[src/rtl/bsg_manycore_edge_inject_arb.sv]
// Round-robin injector that shares one manycore edge link among several off-array requesters,
// with per-requester outstanding credits, a one-entry output register and a drain/quiesce mode.
module bsg_manycore_edge_inject_arb #(
   parameter int unsigned num_req_p      = 3,
   parameter int unsigned packet_width_p = 32,
   parameter int unsigned max_out_p      = 2,
   localparam int unsigned id_width_lp   = (num_req_p > 1) ? $clog2(num_req_p) : 1,
   localparam int unsigned cnt_width_lp  = (max_out_p + 1 > 1) ? $clog2(max_out_p + 1) : 1
) (
   input  logic                                  clk_i,
   input  logic                                  reset_i,
   input  logic [num_req_p-1:0]                  req_v_i,
   input  logic [num_req_p*packet_width_p-1:0]   req_data_i,
   output logic [num_req_p-1:0]                  req_ready_o,
   output logic                                  link_v_o,
   output logic [packet_width_p-1:0]             link_data_o,
   input  logic                                  link_ready_i,
   input  logic                                  ret_v_i,
   input  logic [id_width_lp-1:0]                ret_id_i,
   input  logic                                  drain_i,
   output logic                                  idle_o,
   output logic [num_req_p*cnt_width_lp-1:0]     out_cnt_o,
   output logic                                  err_o
);

   localparam logic [id_width_lp:0]    num_req_lp = (id_width_lp + 1)'(num_req_p);
   localparam logic [cnt_width_lp-1:0] max_out_lp = cnt_width_lp'(max_out_p);
   localparam logic [id_width_lp-1:0]  last_id_lp = id_width_lp'(num_req_p - 1);

   typedef enum logic [1:0] {S_RUN, S_DRAIN, S_IDLE_DONE} state_e;

   state_e                  r_state;
   logic [cnt_width_lp-1:0] r_cnt [num_req_p];
   logic                    r_out_v;
   logic [packet_width_p-1:0] r_out_data;
   logic [id_width_lp-1:0]  r_rr_ptr;
   logic                    r_err;

   logic                    w_load_en;
   logic                    w_ret_ok;
   logic                    w_all_zero;
   logic                    w_found;
   logic                    w_accept;
   logic                    w_err_set;
   logic [num_req_p-1:0]    w_elig;
   logic [num_req_p-1:0]    w_cnt_zero;
   logic [num_req_p-1:0]    w_dec;
   logic [id_width_lp-1:0]  w_winner;
   logic [id_width_lp-1:0]  w_rr_next;
   logic [packet_width_p-1:0] w_sel_data;
   int unsigned             v_idx;

   assign w_load_en = ~r_out_v | (r_out_v & link_ready_i);
   assign w_ret_ok  = {1'b0, ret_id_i} < num_req_lp;

   // Eligibility gates on credits and on the quiesce mode (drain request blocks at once).
   always_comb begin
      w_elig     = '0;
      w_cnt_zero = '0;
      w_dec      = '0;
      w_all_zero = 1'b1;
      for (int unsigned i = 0; i < num_req_p; i++) begin
         w_elig[i]     = req_v_i[i] & (r_cnt[i] < max_out_lp) & (r_state == S_RUN) & ~drain_i;
         w_cnt_zero[i] = (r_cnt[i] == '0);
         w_dec[i]      = ret_v_i & w_ret_ok & (ret_id_i == id_width_lp'(i));
         w_all_zero    = w_all_zero & w_cnt_zero[i];
      end
   end

   // First eligible requester at or after the round-robin pointer.
   always_comb begin
      w_found  = 1'b0;
      w_winner = '0;
      v_idx    = 0;
      for (int unsigned k = 0; k < num_req_p; k++) begin
         v_idx = (32'(r_rr_ptr) + k) % num_req_p;
         if (!w_found && w_elig[id_width_lp'(v_idx)]) begin
            w_found  = 1'b1;
            w_winner = id_width_lp'(v_idx);
         end
      end
   end

   assign w_accept  = w_found & w_load_en & ~reset_i;
   assign w_rr_next = (w_winner == last_id_lp) ? '0 : w_winner + id_width_lp'(1);

   always_comb begin
      req_ready_o = '0;
      w_sel_data  = '0;
      for (int unsigned i = 0; i < num_req_p; i++) begin
         req_ready_o[i] = w_accept & (w_winner == id_width_lp'(i));
         if (w_winner == id_width_lp'(i))
            w_sel_data = req_data_i[i*packet_width_p +: packet_width_p];
      end
   end

   // A return without a matching outstanding request (or to a bogus id) is a protocol error.
   assign w_err_set = (ret_v_i & ~w_ret_ok) | (|(w_dec & ~req_ready_o & w_cnt_zero));

   always_ff @(posedge clk_i) begin
      if (reset_i) begin
         r_state    <= S_RUN;
         r_out_v    <= 1'b0;
         r_out_data <= '0;
         r_rr_ptr   <= '0;
         r_err      <= 1'b0;
         for (int unsigned i = 0; i < num_req_p; i++) r_cnt[i] <= '0;
      end else begin
         if (w_load_en) begin
            r_out_v <= w_accept;
            if (w_accept) r_out_data <= w_sel_data;
         end
         if (w_accept) r_rr_ptr <= w_rr_next;
         if (w_err_set) r_err <= 1'b1;
         for (int unsigned i = 0; i < num_req_p; i++) begin
            if (req_ready_o[i] & ~w_dec[i])
               r_cnt[i] <= r_cnt[i] + cnt_width_lp'(1);
            else if (w_dec[i] & ~req_ready_o[i] & ~w_cnt_zero[i])
               r_cnt[i] <= r_cnt[i] - cnt_width_lp'(1);
         end
         case (r_state)
            S_RUN:       if (drain_i) r_state <= S_DRAIN;
            S_DRAIN:     if (!drain_i) r_state <= S_RUN;
                         else if (~r_out_v & w_all_zero) r_state <= S_IDLE_DONE;
            S_IDLE_DONE: if (!drain_i) r_state <= S_RUN;
            default:     r_state <= S_RUN;
         endcase
      end
   end

   always_comb begin
      out_cnt_o = '0;
      for (int unsigned i = 0; i < num_req_p; i++)
         out_cnt_o[i*cnt_width_lp +: cnt_width_lp] = r_cnt[i];
   end

   assign link_v_o    = r_out_v;
   assign link_data_o = r_out_data;
   assign idle_o      = ~r_out_v & w_all_zero;
   assign err_o       = r_err;

endmodule

[config.mk]
export PLATFORM = sky130hd
export DESIGN_NAME = bsg_manycore_edge_inject_arb
export DESIGN_NICKNAME = d
export VERILOG_FILES = /design/src/rtl/bsg_manycore_edge_inject_arb.sv
export SDC_FILE = /design/constraint.sdc
export NUM_CORES = 1
export LEC_CHECK = 0
export ABC_CLOCK_PERIOD_IN_PS = 5500
export BUFFER_PORTS_ARGS = -buffer_cell sky130_fd_sc_hd__buf_2
export CORE_MARGIN = 4
export CORE_UTILIZATION = 45
export DETAILED_ROUTE_END_ITERATION = 12
export PLACE_DENSITY = 0.83
export SYNTH_ARGS = -nofsm -noshare
export SYNTH_HDL_FRONTEND = slang
export SYNTH_SLANG_ARGS = --single-unit
[constraint.sdc]
create_clock -name clk_i -period 5.5 [get_ports clk_i]
set_input_delay 0.825 -clock clk_i [delete_from_list [all_inputs] [get_ports clk_i]]
set_output_delay 0.825 -clock clk_i [all_outputs]
set_load 0.02 [all_outputs]
# [Yosys cells after proc, flatten, opt, wreduce, memory -nomap -nowiden]
# Memory sizes are Yosys's and may differ from the RTL's.
# Index checks and enable logic that the tools add are counted.
[totals] regBits=38 ramBits=6 out_inout_bits=44 elab_cells=153 n_memories=1
[classes] add_sub_neg=9 div=3 magnitude_cmp=7 n_eq_ne=9 muxes=50 bitwise=56 n_reduce_logical=13
[mem_list] memory="r_cnt" words=3 word_bits=2 read_ports=3 rd_ports_with_merged_regs=0 wr=3 line="33" source="logic [cnt_width_lp-1:0] r_cnt [num_req_p];"
[op_table] op="32-bit 2-to-1 mux" n=3
[op_table] op="32-bit by 2-bit remainder unit with 32-bit output (second input constant)" n=2
[op_table] op="1-bit AND" n=32
[op_table] op="2-bit by 2-bit remainder unit with 32-bit output (second input constant)" n=1
[op_table] op="1-bit 2-to-1 mux" n=29
[op_table] op="2-bit 2-to-1 mux" n=14
[op_table] op="1-bit inverter" n=13
[op_table] op="2-bit zero test" n=6
[op_table] op="2-bit by 3-bit < comparator with 1-bit output (second input constant)" n=3
[op_table] op="2-bit by 1-bit adder with 2-bit output (second input constant)" n=4
[op_table] op="2-bit < comparator (second input constant)" n=4
[op_table] op="1-bit bitwise OR" n=8
[op_table] op="3-bit AND" n=2
[op_table] op="1-bit binary-select mux with 2-bit select" n=3
[op_table] op="2-bit by 1-bit == test with 1-bit output (second input constant)" n=3
[op_table] op="2-bit == test (second input constant)" n=3
[op_table] op="2-bit case mux with 3 select lines" n=1
[op_table] op="2-bit by 1-bit subtractor with 2-bit output (second input constant)" n=3
[op_table] op="2-bit inequality test (second input constant)" n=2
[op_table] op="2-bit by 1-bit adder with 3-bit output (second input constant)" n=1
[op_table] op="2-bit by 2-bit adder with 3-bit output (second input constant)" n=1
[op_table] op="3-bit inequality test (second input constant)" n=1
[op_table] op="3-bit inverter" n=1
[op_table] op="3-bit AND reduction" n=1
[op_table] op="4 further kinds" n=6

# [Depth between registers and ports, before layout]
# Gate-level depths: netlist (run 1).
[logic_depth] ltp_word=24 mapped_depth=12 depth_no_buf=10

# [Worst setup path before layout (run 1)]
# No wires, ideal clock.
[synth_timing] path_type="input to output" from="input port req_v_i[1]" to="output port req_ready_o[0]" arrival_ns=1.843 setup_slack_ns=2.832 stages=5 path_buffers=0 path_cell_list="nor2b_2 o32ai_1 a21oi_1 nand3_4 nor2_2"
[synth_via] elab_chain_cells=15 word_cells_on_any_way=23 cone_classes="12 x mux; 6 x bitwise; 5 x reduce/logical"
[synth_rtl] element="start, declared" line="12" source="input logic [num_req_p-1:0] req_v_i,"
[synth_rtl] element="1-bit AND * (3 in a row)" line="63" source="w_elig[i] = req_v_i[i] & (r_cnt[i] < max_out_lp) & (r_state == S_RUN) & ~drain_i;"
[synth_rtl] element="1-bit binary-select mux with 2-bit select" line="77" source="if (!w_found && w_elig[id_width_lp'(v_idx)]) begin"
[synth_rtl] element="1-bit 2-to-1 mux (implied by the code)" line="77"
[synth_rtl] element="1-bit 2-to-1 mux" line="77"
[synth_rtl] element="1-bit zero test" line="77"
[synth_rtl] element="1-bit logical AND" line="77"
[synth_rtl] element="1-bit 2-to-1 mux" line="77"
[synth_rtl] element="1-bit zero test" line="77"
[synth_rtl] element="1-bit logical AND" line="77"
[synth_rtl] element="1-bit 2-to-1 mux" line="77"
[synth_rtl] element="1-bit AND (2 in a row)" line="84" source="assign w_accept = w_found & w_load_en & ~reset_i;"
[synth_rtl] element="1-bit AND *" line="91" source="req_ready_o[i] = w_accept & (w_winner == id_width_lp'(i));"
[synth_rtl] element="end, declared" line="14" source="output logic [num_req_p-1:0] req_ready_o,"
# Every way passes the cells marked *; elsewhere a longest branch is shown, timed or not. The select of a mux whose other input is x is not followed.

# [Final worst setup path (run 1)]
[layout_timing] from="input port reset_i" to="output port req_ready_o[0]"
[layout_via] elab_chain_cells=3
[layout_rtl] element="start, declared" line="11" source="input logic reset_i,"
[layout_rtl] element="1-bit inverter" line="84"
[layout_rtl] element="1-bit AND" line="84"
[layout_rtl] element="1-bit AND" line="91"
# Every way passes these cells.

==> flow_summary.ini, run 1 <==
[sta]
finClkSkew_ns = 0.008498
max_freq_mhz = 278.8
hold_viol_final = 0
rsz0062_at_grt = no
drv_slew = 0
relSlewSlack_pct = 50.05
fin_crit_sh_pct = 65.20
setup_tns_ns = 0
tightestPinTransition_ns = 0.7492
timing.final.crit_period_ns = 3.586
setup_viol = 0

[setup_path]
path_class = in -> out
required_ns = 4.68
cp.arrival_ns = 2.76
start_kind = input pin
end_kind = primary output
critical_path.max_fanout = 71

[placed_design]
place_congestion = 0.8394
hpwlAfterDp_um = 5686
portBuffers = 149

[synth]
ys.flop_type = dfxtp_1
synth-edff-count = 6
syn_area_sq_um = 2755
async_flop_share_pct = 0
synth_cells = 306
yosys_warnings = 0
synth_nets = 415
postSynthAreaPerCell_sq_um = 9.004
synth_seq_cells = 44
synth_cell_type_count = 54
synth_seq_area_share_pct = 34.15

[clock_network]
htree_levels = 2
cts.sinks = 44
path_clk_slew_ns = 0.07
cts_tree = built
ctsHoldBuffers = 0
max-clock-path-buffers = 2
cts_resized = 0
cts_root_buf = clkbuf_8
cts_buffers = 5
cts_setup_buffers = 0
clk_latency_ns = 0.29

[drt]
dr_total_vias = 2753
first_iter_violations = 86
drtPass1Iterations = 4
drc = 0
wl_per_cell_um = 14.08
ant_nets = 0
via_per_inst = 5.335
wl_um = 7266

[power]
p_per_area_nw_per_um2 = 237.4
p_int_uw = 577.6
leakagePower_uw = 0.001714
p_clk_share_pct = 25.0
switchingPower_uw = 269.1
seqPwrFrac_pct = 44.8
ir_drop_mv = 0.1202
p_comb_share_pct = 30.2
switching_share_pct = 31.78

[grt]
grt_pass1_vias = 2654
grt_remaining_overflow = 0
grt_pass1_wl_um = 11600
grt_use_total_pct = 19.09
antenna_found_initial = 1
grt_max_degree = 72

[die]
rows = 28
ioPinCount = 150
die_h_um = 86.25
die_area_sq_um = 7438
coreArea_sq_um = 5921
die_w_um = 86.25
start_util_pct = 46.53

[final_layout]
fillers = 521
area_growth_pct = 29.47
utilization_pct = 60.25
layout-drive-gt1-share_pct = 43.76
nets = 550
diodes = 0
final_common_cell = buf_2
final_cell_mix = 149 x buf_2, 43 x nor2_1, 38 x dfxtp_1, 33 x mux2i_1, 22 x a211oi_1

[outcome]
status = finished clean

[hold_path]
min_path_type = reg -> reg

[flow_run]
maxCapViolCount = 0
cells by family (layout without fill, tap and decap cells):
family	after synthesis	count (layout)	synth area share, %
mux	33	33	11.99
simple gates	105	105	22.25
flops	44	44	34.15
buf+inv	29	164	5.858
compound gates	91	91	24.07
fa+ha+maj	3	3	1.363
xor+xnor	1	1	0.3180
metal layers:
metal  share of wire (%)  vias to the layer above  GRT usage, %
li1                    -                     1397             -
met1                  39                     1256         20.76
met2                  53                       90         35.81
met3                 6.6                        8         4.278
met4                 1.2                        2         7.224
met5               0.096                        -             0
worst max-delay path, stage by stage:
cell and delay, ns:
buf_2 0.16, inv_1 0.06, buf_4 0.35, and2_2 0.26, nand3_4 0.52, nor2_2 0.36, buf_2 0.22
path summary, 6_finish.rpt:
| path | start | to | cells past startpoint | slack (ns) |
|---|---|---|---|---|
| worst min register to register | link_data_o[7] | link_data_o[7] | 2 | 0.47 |
| worst max register to register | r_rr_ptr[0] | r_cnt[0][1] | 9 | 2.62 |
| worst min-delay path | link_data_o[7] | link_data_o[7] | 2 | 0.47 |
| worst max-delay path | reset_i | req_ready_o[0] | 7 | 1.91 |
cell usage after synthesis, drive strengths merged, types with 2 or more instances:
cell type,instances,share of area [%]
a211oi,22,6.0
a21o,3,1.1
a21oi,19,3.7
a31o,22,7.0
a31oi,3,0.68
and2,2,0.59
and4b,2,0.73
buf,13,3.7
clkbuf,10,1.4
dfxtp,38,28
edfxtp,6,6.5
ha,3,1.4
inv,6,0.82
mux2i,33,12
nand2,14,1.9
nand2b,4,0.91
nand3,14,3.5
nor2,45,6.8
nor2b,2,0.64
nor3,7,2.0
nor3b,2,0.54
nor4b,2,1.4
o21ai,17,3.5
or4,2,0.54
layout make-up:
cell class	count	area, sq um	share of cell area (%)
Timing Repair Buffer	151	760.7	21.33
Sequential cell	44	940.9	26.38
Inverter	6	22.52	0.6314
Multi-Input combinational cell	233	1653	46.33
Tap cell	75	93.84	2.631
Clock buffer	7	96.34	2.701
stage by stage:
step / worst slack [ns] / area, sq um / total power, uW / cells / hold WS [ns]
after floorplan: 2.832 / 2755 / 554.5 / 306 / 0.4503
after global placement: 1.911 / 3471 / 635.6 / 509 / 0.4504
after detailed placement: 1.867 / 3471 / 643.8 / 509 / 0.4567
after CTS: 1.869 / 3567 / 858.1 / 516 / 0.4749
after global routing: 1.647 / 3567 / 898.8 / 516 / 0.4921
final: 1.914 / 3567 / 846.7 / 516 / 0.4672
power by group through the flow:
stage | clock network [uW] | logic (uW) | registers (uW)
floorplan | 0 | 134 | 420
global placement | 0 | 250 | 386
detailed placement | 0 | 257 | 386
CTS | 221 | 258 | 379
global route | 236 | 281 | 382
finish | 212 | 256 | 379
sequential cells by signal, summed over array words and instances (netlist names):
register / count
r_rr_ptr: 2
link_v_o: 1
r_state: 2
err_o: 1
link_data_o: 32
r_cnt: 6
No activity file was read; power rests on OpenSTA's default activity.
==> run 2: changes to the inputs <==
--- a/config.mk
+++ b/config.mk
@@ -5,12 +5,12 @@
 export SDC_FILE = /design/constraint.sdc
 export NUM_CORES = 1
 export LEC_CHECK = 0
-export ABC_CLOCK_PERIOD_IN_PS = 5500
+export ABC_CLOCK_PERIOD_IN_PS = 3100
 export BUFFER_PORTS_ARGS = -buffer_cell sky130_fd_sc_hd__buf_2
 export CORE_MARGIN = 4
-export CORE_UTILIZATION = 45
+export CORE_UTILIZATION = 41
 export DETAILED_ROUTE_END_ITERATION = 12
-export PLACE_DENSITY = 0.83
+export PLACE_DENSITY = 0.79
 export SYNTH_ARGS = -nofsm -noshare
 export SYNTH_HDL_FRONTEND = slang
 export SYNTH_SLANG_ARGS = --single-unit
==> constraint.sdc (replaced) <==
create_clock -name clk_i -period 3.1 [get_ports clk_i]
set_input_delay 0.465 -clock clk_i [delete_from_list [all_inputs] [get_ports clk_i]]
set_output_delay 0.465 -clock clk_i [all_outputs]
set_load 0.02 [all_outputs]
==> run 2 against run 1 <==
Hold slack got worse by 0.017 ns. Core utilization down 4.0 points. Register-to-register slack worse by 2.1 ns. Sequential share of layout area down 0.33 points. Cell area up 1.3%. Highest routed layer is now met4.
==> flow_summary.ini, run 2 (synthesis gave the netlist of run 1 again) <==
[power]
seqPwrFrac_pct = 44.4
switchingPower_uw = 496.9
p_comb_share_pct = 30.8
leakagePower_uw = 0.001737
p_int_uw = 1014
p_clk_share_pct = 24.9
p_per_area_nw_per_um2 = 418.2
switching_share_pct = 32.90
ir_drop_mv = 0.2399

[placed_design]
placed_cell_area_sq_um = 3518
portBuffers = 149
place_congestion = 0.8401
hpwlAfterDp_um = 6178

[clock_network]
cts_root_buf = clkbuf_8
ctsHoldBuffers = 0
path_clk_slew_ns = 0.09
cts_tree = built
cts_resized = 0
cts.sinks = 44
htree_levels = 2
max-clock-path-buffers = 2
clk_latency_ns = 0.30
cts_setup_buffers = 0
cts_buffers = 5

[final_layout]
fillers = 620
final_cell_mix = 149 x buf_2, 43 x nor2_1, 38 x dfxtp_1, 33 x mux2i_1, 22 x a211oi_1
regArea_sq_um = 940.9
nets = 556
diodes = 0
largest_reg_flops = 32
post-route-cell-area_sq_um = 3612
layout-drive-gt1-share_pct = 44.42
area_growth_pct = 31.11
final_common_cell = buf_2
multi_input_area_sq_um = 1653

[setup_path]
crit_end = req_ready_o[0]
required_ns = 2.63
start_kind = flop
crit_family = simple AND/OR/NAND/NOR gates
worst_path_max_delay_cell = dfxtp_1
timing.critical_path.buf_inv = 2
rr_worst_depth = 10
r2r-start = r_rr_ptr[0]
cp.arrival_ns = 2.29
cp.depth = 8
slowest_delay_ns = 0.38
path_class = reg -> out
reg2reg_to = link_data_o[13]
critical_path.max_fanout = 34
ff2ff_setup_slack_ns = 0.49
cp-startpoint = r_rr_ptr[0]
crit_chain = inv_1 > ha_1 > nand2_1 > o31ai_1 > a21oi_1 > nand3_4 > nor2_2 > buf_2
end_kind = primary output

[die]
start_util_pct = 42.90
rows = 29
coreArea_sq_um = 6422
die_h_um = 89.98
ioPinCount = 150
die_w_um = 89.98
die_area_sq_um = 8096

[grt]
grt_use_total_pct = 18.81
grtUsageMet1_pct = 21.15
antenna_found_initial = 0
met3_usage_pct = 5.092
grt_pass1_vias = 2773
grt_pass1_wl_um = 12780
grt.busiest_layer = met2
grt_remaining_overflow = 0
grt_max_degree = 39
use_met2_pct = 34.27

[drt]
dr_total_vias = 2806
wl_per_cell_um = 14.74
via_per_inst = 5.345
wl_um = 7739
drc = 0
first_iter_violations = 107
drtPass1Iterations = 4
ant_nets = 0

[sta]
setup_viol = 0
tightestPinTransition_ns = 0.4034
drv_slew = 0
fin_crit_sh_pct = 88.94
rsz0062_at_grt = no
relSlewSlack_pct = 72.99
timing.final.crit_period_ns = 2.757
finClkSkew_ns = 0.01512
max_freq_mhz = 362.7
hold_viol_final = 0
setup_tns_ns = 0

[outcome]
status = finished clean

[flow_run]
maxCapViolCount = 0

[hold_path]
min_path_type = in -> reg
hp-start = req_data_i[53]
## run 2: cell types whose count changed in the layout (fill, tap and decap cells not counted), sizes merged
cell,change
buf,+6
clkinvlp,+1
## run 2: layout make-up
class	instances	share of cell area (%)
Sequential cell	44	26.05
Inverter	6	0.6235
Multi-Input combinational cell	233	45.76
Timing Repair Buffer	157	22.31
Clock inverter	1	0.2078
Tap cell	77	2.667
Clock buffer	7	2.390
## run 2: power groups by stage
stage	Combinational (uW)	Sequential, uW	Clock, uW
2_1_floorplan	239	745	0
3_3_place_gp	457	681	0
3_5_place_dp	468	683	0
4_1_cts	469	671	385
5_1_grt	508	680	414
6_report	465	670	376
## run 2: worst min path at each step
stage               cells past startpoint               to  slack [ns]
finish                                  3  link_data_o[21]        0.45
global route                            3  link_data_o[14]        0.45
CTS                                     3  link_data_o[20]        0.44
detailed placement                      1  link_data_o[30]        0.46
global placement                        2   link_data_o[9]        0.45
floorplan                               2      r_rr_ptr[1]        0.45
## run 2: tightest hold or removal path: cells and delay by family
family	cells	cell delay (ns)
AOI/OAI and AO/OA	2	0.17
buffers and inverters	1	0.07
## run 2: routing by layer
layer / vias up / part of all wire, %
met5: - / 0
li1: 1412 / -
met2: 85 / 52
met1: 1293 / 40
met3: 16 / 6.6
met4: 0 / 2.2
## run 2: metrics by stage
step           utilization [%]  worst slack, ns  instances  total power (uW)  hold slack, ns
6_report                 56.24           0.3427        525              1511          0.4499
5_1_grt                  56.24           0.1113        525              1602          0.4547
4_1_cts                  56.24           0.3181        525              1525          0.4411
3_5_place_dp             54.78           0.4912        517              1151          0.4583
3_3_place_gp             54.78           0.5715        517              1138          0.4512
2_1_floorplan                -           0.8034        306             983.8          0.4503
